<file path="src/rtl/prec_mul_scheduler_pkg.sv">
// rtl/prec_mul_scheduler_pkg.sv - shared types and widths for the precision multiplier scheduler
package prec_mul_scheduler_pkg;
    localparam int FP_W  = 16;
    localparam int RG_W  = 4;
    localparam int N_CH  = 2;
    localparam int CNT_W = 4;

    // ST_HOLD is the post-DONE wait while flush_req is still asserted
    typedef enum logic [1:0] {
        ST_RUN,
        ST_DRAIN,
        ST_DONE,
        ST_HOLD
    } state_t;
endpackage

</file>
<file path="src/rtl/prec_tag_pipe.sv">
// rtl/prec_tag_pipe.sv - fixed-depth valid+tag shift register aligned to the multiplier latency
module prec_tag_pipe #(
    parameter int DEPTH = 3,
    parameter int TAG_W = 1
) (
    input  logic             clk,
    input  logic             rst_n,
    input  logic             in_valid,
    input  logic [TAG_W-1:0] in_tag,
    output logic             out_valid,
    output logic [TAG_W-1:0] out_tag
);
    logic [DEPTH-1:0] vld;
    logic [TAG_W-1:0] tag [DEPTH];

    always_ff @(posedge clk or negedge rst_n) begin
        if (!rst_n) begin
            for (int i = 0; i < DEPTH; i++) begin
                vld[i] <= 1'b0;
                tag[i] <= '0;
            end
        end else begin
            vld[0] <= in_valid;
            tag[0] <= in_tag;
            for (int i = 1; i < DEPTH; i++) begin
                vld[i] <= vld[i-1];
                tag[i] <= tag[i-1];
            end
        end
    end

    assign out_valid = vld[DEPTH-1];
    assign out_tag   = tag[DEPTH-1];
endmodule

</file>
<file path="src/rtl/prec_mul_scheduler.sv">
// rtl/prec_mul_scheduler.sv - two-channel round-robin issue of FP16 multiplies with per-channel precision and flush
module prec_mul_scheduler
    import prec_mul_scheduler_pkg::*;
#(
    parameter int LAT      = 3,
    parameter int MAX_INFL = 4
) (
    input  logic                       clk,
    input  logic                       rst_n,
    input  logic [N_CH-1:0]            req_valid,
    output logic [N_CH-1:0]            req_ready,
    input  logic [N_CH-1:0][FP_W-1:0]  req_a,
    input  logic [N_CH-1:0][FP_W-1:0]  req_b,
    input  logic                       cfg_we,
    input  logic                       cfg_ch,
    input  logic [RG_W-1:0]            cfg_rg,
    input  logic                       flush_req,
    output logic                       flush_done,
    output logic                       mul_valid,
    output logic [FP_W-1:0]            mul_a,
    output logic [FP_W-1:0]            mul_b,
    output logic [RG_W-1:0]            mul_rg,
    input  logic                       mul_res_valid,
    input  logic [FP_W-1:0]            mul_res,
    output logic [N_CH-1:0]            res_valid,
    output logic [FP_W-1:0]            res_data,
    output logic [CNT_W-1:0]           infl_cnt
);
    state_t                     state, state_nxt;
    logic [N_CH-1:0][RG_W-1:0]  prec;
    logic                       last_gnt;
    logic                       mul_ch;
    logic                       tag_vld, tag_ch;
    logic                       retire, room, issue, gnt_ch;
    logic [N_CH-1:0]            gnt;
    logic                       err_orphan;

    assign retire = mul_res_valid & tag_vld;
    assign room   = (infl_cnt < CNT_W'(MAX_INFL)) || retire;
    assign issue  = |gnt;

    // rst_n gates the grant so req_ready is low throughout reset
    always_comb begin
        gnt    = '0;
        gnt_ch = 1'b0;
        if (rst_n && state == ST_RUN && room && |req_valid) begin
            if (&req_valid) gnt_ch = ~last_gnt;
            else            gnt_ch = req_valid[1];
            gnt[gnt_ch] = 1'b1;
        end
    end
    assign req_ready = gnt;

    always_ff @(posedge clk or negedge rst_n) begin
        if (!rst_n) begin
            mul_valid <= 1'b0;
            mul_a     <= '0;
            mul_b     <= '0;
            mul_rg    <= '0;
            mul_ch    <= 1'b0;
            last_gnt  <= 1'b1;
        end else begin
            mul_valid <= issue;
            if (issue) begin
                mul_a    <= req_a[gnt_ch];
                mul_b    <= req_b[gnt_ch];
                mul_rg   <= prec[gnt_ch];
                mul_ch   <= gnt_ch;
                last_gnt <= gnt_ch;
            end
        end
    end

    always_ff @(posedge clk or negedge rst_n) begin
        if (!rst_n) begin
            prec       <= '0;
            infl_cnt   <= '0;
            err_orphan <= 1'b0;
            state      <= ST_RUN;
        end else begin
            if (cfg_we) prec[cfg_ch] <= cfg_rg;
            if (issue && !retire)      infl_cnt <= infl_cnt + 1'b1;
            else if (!issue && retire) infl_cnt <= infl_cnt - 1'b1;
            if (mul_res_valid && !tag_vld) err_orphan <= 1'b1;
            state <= state_nxt;
        end
    end

    // DRAIN completes on the cycle the last in-flight result retires
    always_comb begin
        state_nxt = state;
        case (state)
            ST_RUN:   if (flush_req) state_nxt = ST_DRAIN;
            ST_DRAIN: if (infl_cnt == '0 || (infl_cnt == CNT_W'(1) && retire)) state_nxt = ST_DONE;
            ST_DONE:  state_nxt = flush_req ? ST_HOLD : ST_RUN;
            ST_HOLD:  if (!flush_req) state_nxt = ST_RUN;
            default:  state_nxt = ST_RUN;
        endcase
    end
    assign flush_done = (state == ST_DONE);

    prec_tag_pipe #(
        .DEPTH (LAT),
        .TAG_W (1)
    ) u_tag_pipe (
        .clk       (clk),
        .rst_n     (rst_n),
        .in_valid  (mul_valid),
        .in_tag    (mul_ch),
        .out_valid (tag_vld),
        .out_tag   (tag_ch)
    );

    always_comb begin
        res_valid         = '0;
        res_valid[tag_ch] = retire;
    end
    assign res_data = mul_res;
endmodule
</file>
<file path="config.mk">
export PLATFORM = sky130hd
export DESIGN_NAME = prec_mul_scheduler
export DESIGN_NICKNAME = d
export VERILOG_FILES = /design/src/rtl/prec_mul_scheduler_pkg.sv /design/src/rtl/prec_tag_pipe.sv /design/src/rtl/prec_mul_scheduler.sv
export SDC_FILE = /design/constraint.sdc
export NUM_CORES = 1
export LEC_CHECK = 0
export CAP_MARGIN = 10
export CORE_ASPECT_RATIO = 0.6
export CORE_MARGIN = 4
export CORE_UTILIZATION = 36
export DETAILED_ROUTE_END_ITERATION = 16
export GPL_TIMING_DRIVEN = 1
export HOLD_SLACK_MARGIN = 0.05
export PLACE_DENSITY = 0.78
export SETUP_SLACK_MARGIN = 0.5
export SYNTH_ARGS = -nofsm -noshare
export SYNTH_HDL_FRONTEND = slang
export SYNTH_SLANG_ARGS = --single-unit
</file>
<file path="constraint.sdc">
create_clock -name clk -period 1.8 [get_ports clk]
set_input_delay 0.18 -clock clk [delete_from_list [all_inputs] [get_ports clk]]
set_output_delay 0.18 -clock clk [all_outputs]
set_load 0.005 [all_outputs]
</file>
==> impl_metrics.env, run 1 <==
export IMPL_syn_to_final_growth_pct=75.0
export IMPL_clock_tree_root_cell="clkbuf_16"
export IMPL_first_pass_grt_wire_length_um=12500
export IMPL_setup_worst_path_start_class="flip-flop"
export IMPL_hp_class="input pin to async pin"
export IMPL_count_of_max_cap_constraint_violations=0
export IMPL_fin_area_mm2=0.00503
export IMPL_cp_endpoint="infl_cnt[3]"
export IMPL_max_vdd_ir_drop_v=0.000696
export IMPL_criticalPathCategory="flip-flop to flip-flop"
export IMPL_pin_count=154
export IMPL_post_drt_wl_per_cell_um=18.2
export IMPL_post_dp_hpwl_um=5100
export IMPL_finish_utilization=0.671
export IMPL_tightest_slew_ns=0.755
export IMPL_layout_cells_most_common="clkdlybuf4s50_1"
export IMPL_design_die_area_mm2=0.00954
export IMPL_comb_power_share=0.436
export IMPL_outcome="complete, but fails checks"
export IMPL_placement_rows=24
export IMPL_cts_hold_buffers=0
export IMPL_minimum_period_implied_by_the_final_worst_setup_slack_ns=1.81
export IMPL_drc=0
export IMPL_setup_worst_path_start="u_tag_pipe.vld[2]"
export IMPL_count_of_final_hold_check_violations=0
export IMPL_final_net_count=448
export IMPL_grt_max_degree=60
export IMPL_p_sw_w=0.00185
export IMPL_achievable_frequency_mhz=553
export IMPL_die_w_um=123
export IMPL_grt_setup_unrepaired="true"
export IMPL_tritoncts="built"
export IMPL_initial_antenna_violation_count=1
export IMPL_wire_length_after_detailed_routing_um=8380
export IMPL_timing_final_ws_setup_ns=-0.00744
export IMPL_overflow=0
export IMPL_critPathCaptureType="flip-flop"
export IMPL_cellLeakagePower_nw=2.30
export IMPL_synthesis_instances=201
export IMPL_power_sequential_fraction=0.333
export IMPL_number_of_register_bits_inferred_by_synthesis=59
export IMPL_cts_htree_levels=3
export IMPL_p_clk_frac=0.230
export IMPL_floorplan_initialDensity=0.383
export IMPL_cp_arrival_ns=2.04
export IMPL_drt_initial_drc_count=85
export IMPL_normalized_max_slew_margin=0.497
export IMPL_ff2ff_path_depth=7
export IMPL_ant_nets=0
export IMPL_failing_checks="negative setup slack"
export IMPL_period_utilisation_layout=1.00
export IMPL_synth_seq_area_share=0.513
export IMPL_placed_area_mm2=0.00422
export IMPL_layout_cells_most_common_list="73 x clkdlybuf4s50_1, 57 x dfrtp_1, 47 x mux2_2"
export IMPL_slew_viol_final=0
export IMPL_final_setup_skew_ns=0.00527
export IMPL_intPower_w=0.00476
export IMPL_max_fanout_on_critical_path=2
export IMPL_mean_syn_cell_area_um2=14.3
export IMPL_cts_inserted_buffers=9
export IMPL_syn_area_mm2=0.00288
export IMPL_post_synth_num_cell_types=27
export IMPL_io_buffers=121
export IMPL_worst_slack_after_detailed_placement_ns=-0.200
export IMPL_via_count_of_the_first_global_routing_pass=2382
export IMPL_n_antenna_cell=0
export IMPL_synthesized_netlist_net_count=297
export IMPL_switching_share=0.280
export IMPL_clk_pin_slew_worst_paths_ns=0.05
export IMPL_cts_buffer_depth=2
export IMPL_worst_skew_pair_late_latency_ns=0.32
export IMPL_rrSetupSlack_ns=-0.007
export IMPL_reg2reg_to="infl_cnt[3]"
export IMPL_die_h_um=77.3
export IMPL_place_congestion=0.739
export IMPL_globalRouteTotalUtil=0.173
export IMPL_detailroute_via_count=2149
export IMPL_worstPathRequired_ns=2.03
export IMPL_yosys_warnings=0
export IMPL_fraction_of_layout_instances_using_a_drive_strength_above_1=0.445
export IMPL_coreArea_mm2=0.00751
export IMPL_clkSinkCount=59
export IMPL_power_density_mw_per_mm2=1310
export IMPL_finalSetupViolations=1
export IMPL_worstReg2RegStart="u_tag_pipe.vld[2]"
export IMPL_detailedRoute_firstPassIterationCount=4
export IMPL_drt_vias_per_instance=4.66
[metal layers]
| metal | part of all wire | wire length, um | up-vias | GRT usage |
|---|---|---|---|---|
| li1 | - | - | 1005 | - |
| met1 | 0.43 | 3600 | 1032 | 0.213 |
| met2 | 0.45 | 3780 | 99 | 0.274 |
| met3 | 0.11 | 923 | 11 | 0.0831 |
| met4 | 0.0086 | 72 | 2 | 0.0398 |
| met5 | 0.00083 | 7 | - | 0 |
[how the worst min path moves through the flow]
stage / from / endpoint / slack [ns] / cells past startpoint
floorplan: rst_n / infl_cnt[0] / -0.12 / 0
global placement: u_tag_pipe.tag[2] / u_tag_pipe.tag[1] / 0.33 / 0
detailed placement: u_tag_pipe.tag[2] / u_tag_pipe.tag[1] / 0.34 / 0
CTS: rst_n / mul_a[0] / 0.09 / 2
global route: rst_n / prec[5] / 0.14 / 2
finish: rst_n / mul_a[12] / 0.07 / 2
[state kept, by name, indices dropped and copies added, names as in the netlist]
| register | cells |
|---|---|
| mul_rg | 4 |
| last_gnt | 1 |
| u_tag_pipe.tag | 2 |
| prec | 8 |
| state | 2 |
| u_tag_pipe.vld | 3 |
| mul_b | 16 |
| mul_valid | 1 |
| u_tag_pipe.out_tag | 1 |
| infl_cnt | 4 |
| mul_a | 16 |
| mul_ch | 1 |
[repair_timing]
item / in CTS / in global routing
gates resized for setup: 79 / 27
cloned: 4 / 4
endpoints found under the setup margin: 91 / 49
hold endpoints to repair: 0 / 0
pin swaps: 9 / 8
buffers inserted: 19 / 7
[worst max-delay path, cell delays in order (launching register included)]
cell and delay [ns]:
dfrtp_1 0.41, o2bb2ai_2 0.13, o2111a_2 0.13, buf_6 0.12, ha_4 0.15, or4_4 0.47, a21oi_2 0.14, xor2_1 0.17
[Yosys cell counts, drive strengths merged]
| master | count | share of area |
|---|---|---|
| and3 | 1 | 0.0022 |
| ha | 4 | 0.017 |
| xnor2 | 1 | 0.0030 |
| a21oi | 2 | 0.0048 |
| buf | 25 | 0.076 |
| and2 | 1 | 0.0022 |
| nor3 | 1 | 0.0017 |
| inv | 2 | 0.0026 |
| o2bb2ai | 1 | 0.0030 |
| a31oi | 1 | 0.0022 |
| a22o | 1 | 0.0030 |
| nand2 | 3 | 0.0039 |
| o21ai | 1 | 0.0017 |
| xor2 | 3 | 0.0091 |
| or4 | 1 | 0.0026 |
| a21boi | 1 | 0.0065 |
| nand4 | 1 | 0.0022 |
| dfrtp | 58 | 0.50 |
| mux2 | 82 | 0.32 |
| o2111a | 1 | 0.0043 |
| dfstp | 1 | 0.0091 |
| mux2i | 1 | 0.0035 |
| nor2 | 4 | 0.0052 |
| nor2b | 4 | 0.0087 |
[through the flow]
stage | power [W] | TNS, ns | hold slack [ns] | cells
final | 0.00661 | -0.00744 | 0.0700 | 461
after global routing | 0.00702 | -0.0790 | 0.136 | 461
after CTS | 0.00642 | 0 | 0.0932 | 450
after detailed placement | 0.00475 | -6.52 | 0.338 | 411
after global placement | 0.00470 | -3.96 | 0.331 | 411
after floorplan | 0.00341 | -0.0291 | -0.116 | 201
[power by group through the flow]
stage | sequential [W] | clock, W | combinational [W]
final | 0.00220 | 0.00152 | 0.00288
after global routing | 0.00228 | 0.00164 | 0.00310
after CTS | 0.00219 | 0.00157 | 0.00266
after detailed placement | 0.00224 | 0 | 0.00251
after global placement | 0.00222 | 0 | 0.00248
after floorplan | 0.00224 | 0 | 0.00116
[area by class of cell]
cell class              instances  area [um^2]
inverters                       2         7.51
fillers                       562         2470
repair buffers                165         1760
multi-input cells             115         1400
clock buffers                  13          250
flip-flops and latches         59         1480
clock inverters                 3         15.0
well taps                     104          130
[kinds of logic (layout without fill, tap and decap cells)]
| kind of cell | count (synthesis) | after routing | share of synthesized area |
|---|---|---|---|
| fa+ha+maj | 4 | 4 | 0.0174 |
| simple gates | 16 | 16 | 0.0287 |
| buf+inv | 27 | 183 | 0.0783 |
| xor+xnor | 4 | 4 | 0.0122 |
| mux | 83 | 83 | 0.324 |
| compound gates | 8 | 8 | 0.0257 |
| flops | 59 | 59 | 0.513 |
No activity file was read; power rests on OpenSTA's default activity.
==> run 2: changes to the inputs <==
PLACE_DENSITY = not set   (was 0.78)
PLACE_DENSITY_LB_ADDON = 0.25   (was not set)
REMOVE_ABC_BUFFERS = 1   (was not set)
==> run 2 against run 1 <==
Against the previous run:
- the run still ends with negative setup slack left
- count of clock-buffer cells in the layout fell by 1
- first-iteration DRC count fell by 21%
- final cell count fell by 3.5%
- routed wire length fell by 11%
- design area fell by 7.8%
- register-to-register slack got worse by 0.02 ns
- sequential power barely moved
- die area did not move
- via count fell by 3.3%
- clock skew fell by 0.0016 ns
- critical path depth did not move
- largest power group unchanged
==> impl_metrics.env, run 2 (synthesis results as in run 1) <==
export IMPL_outcome="complete, but fails checks"
export IMPL_failing_checks="negative setup slack"
export IMPL_cp_arrival_ns=2.07
export IMPL_cellLeakagePower_nw=2.09
export IMPL_worst_path_max_delay_cell="or4_4"
export IMPL_design_die_area_mm2=0.00954
export IMPL_die_h_um=77.3
export IMPL_worstReg2RegStart="u_tag_pipe.vld[2]"
export IMPL_floorplan_initialDensity=0.383
export IMPL_ff2ff_path_depth=7
export IMPL_cp_cell_sequence="o2bb2ai_1, o2111a_2, buf_6, ha_4, or4_4, a21oi_2, xor2_1"
export IMPL_detailedRoute_firstPassIterationCount=4
export IMPL_finalSetupViolations=1
export IMPL_num_fill_cells=597
export IMPL_criticalPathCategory="flip-flop to flip-flop"
export IMPL_detailroute_via_count=2079
export IMPL_slew_viol_final=0
export IMPL_setup_worst_path_start_class="flip-flop"
export IMPL_post_drt_wl_per_cell_um=16.8
export IMPL_clkSinkCount=59
export IMPL_power_density_mw_per_mm2=1320
export IMPL_max_fanout_on_critical_path=2
export IMPL_tightest_slew_ns=0.727
export IMPL_drt_vias_per_instance=4.67
export IMPL_via_count_of_the_first_global_routing_pass=2218
export IMPL_wl_met2_um=3200
export IMPL_globalRouteTotalUtil=0.160
export IMPL_pin_count=154
export IMPL_achievable_frequency_mhz=547
export IMPL_worst_path_dominant_cell_family="simple AND/OR/NAND/NOR gates"
export IMPL_die_w_um=123
export IMPL_io_buffers=121
export IMPL_final_net_count=432
export IMPL_minimum_period_implied_by_the_final_worst_setup_slack_ns=1.83
export IMPL_fraction_of_layout_instances_using_a_drive_strength_above_1=0.416
export IMPL_fin_hold_ws_ns=0.0831
export IMPL_initial_antenna_violation_count=0
export IMPL_largestRegisters="mul_a (16), mul_b (16), prec (8)"
export IMPL_normalized_max_slew_margin=0.516
export IMPL_wire_length_after_detailed_routing_um=7490
export IMPL_clk_pin_slew_worst_paths_ns=0.05
export IMPL_first_pass_grt_wire_length_um=11600
export IMPL_worstPathBufferInverterCount=1
export IMPL_worstPathRequired_ns=2.05
export IMPL_drt_initial_drc_count=67
export IMPL_p_total_w=0.00613
export IMPL_cp_slowest_stage_delay_ns=0.49
export IMPL_clock_tree_root_cell="clkbuf_16"
export IMPL_layout_cells_most_common="clkdlybuf4s50_1"
export IMPL_n_antenna_cell=0
export IMPL_cts_buffer_depth=2
export IMPL_count_of_max_cap_constraint_violations=0
export IMPL_post_dp_hpwl_um=5330
export IMPL_coreArea_mm2=0.00751
export IMPL_top_sig_layer="met4"
export IMPL_period_utilisation_layout=1.02
export IMPL_cts_htree_levels=3
export IMPL_wirelength_met1_um=3380
export IMPL_ant_nets=0
export IMPL_tritoncts="built"
export IMPL_drc=0
export IMPL_grt_setup_unrepaired="true"
export IMPL_grt_max_degree=60
export IMPL_worst_skew_pair_late_latency_ns=0.32
export IMPL_count_of_final_hold_check_violations=0
export IMPL_placement_rows=24
export IMPL_place_congestion=0.833
export IMPL_cts_inserted_buffers=9
export IMPL_reg2reg_to="infl_cnt[3]"
export IMPL_overflow=0
export IMPL_layout_cells_most_common_list="73 x clkdlybuf4s50_1, 66 x mux2_2, 57 x dfrtp_1"
export IMPL_syn_to_final_growth_pct=61.3
export IMPL_worst_slack_after_detailed_placement_ns=-0.242
export IMPL_critPathCaptureType="flip-flop"
export IMPL_rrSetupSlack_ns=-0.03
export IMPL_hp_class="input pin to async pin"
export IMPL_wl_met3_um=850
export IMPL_timing_final_ws_setup_ns=-0.0276
export IMPL_final_setup_skew_ns=0.00372
export IMPL_max_vdd_ir_drop_v=0.000593
## run 2: changes by cell type in the layout (fill, tap and decap cells not counted), sizes merged
cell           before  now
buf                43   31
clkbuf             18   14
clkinvlp            0    2
bufbuf              0    1
clkdlybuf4s15       3    2
clkinv              3    2
dlymetal6s2s        2    1
## run 2: layer usage
metal  vias to the layer above  track usage
met3                        10       0.0824
met1                       987        0.215
met5                         -            0
met4                         0       0.0431
met2                       110        0.225
li1                        972            -
## run 2: timing repair
action | CTS | global route
hold buffers | 0 | 0
cloned | 1 | 0
setup buffers | 8 | 4
pin swaps | 6 | 8
setup endpoints to repair | 89 | 52
resized for setup | 83 | 22
## run 2: worst max-delay path by stage
stage | from | to | cells past startpoint
global placement | req_valid[1] | infl_cnt[3] | 6
CTS | u_tag_pipe.vld[2] | infl_cnt[3] | 7
finish | u_tag_pipe.vld[2] | infl_cnt[3] | 7
detailed placement | req_valid[1] | infl_cnt[3] | 6
floorplan | u_tag_pipe.vld[2] | infl_cnt[3] | 6
global route | u_tag_pipe.vld[2] | infl_cnt[3] | 7
## run 2: metrics by stage
step / TNS [ns] / utilization / cell area, um^2 / cells
detailed placement: -4.95 / 0.551 / 4130 / 416
floorplan: -2.24 / - / 2660 / 176
finish: -0.0276 / 0.619 / 4640 / 445
global placement: -4.40 / 0.551 / 4130 / 416
CTS: -0.0133 / 0.606 / 4550 / 441
global route: -0.0648 / 0.619 / 4640 / 445
## run 2: cell type report
type / instances / area (um^2) / share of cell area
Clock inverter: 4 / 25.0 / 0.00539
Timing Repair Buffer: 149 / 1440 / 0.310
Sequential cell: 59 / 1480 / 0.319
Inverter: 2 / 10.0 / 0.00216
Tap cell: 104 / 130 / 0.0280
Clock buffer: 12 / 256 / 0.0552
Multi-Input combinational cell: 115 / 1300 / 0.280
## run 2: power breakdown
group	internal (W)	total (W)	switching, W
sequential	0.00189	0.00219	0.000302
clock	0.000999	0.00156	0.000559
combinational	0.00153	0.00238	0.000843
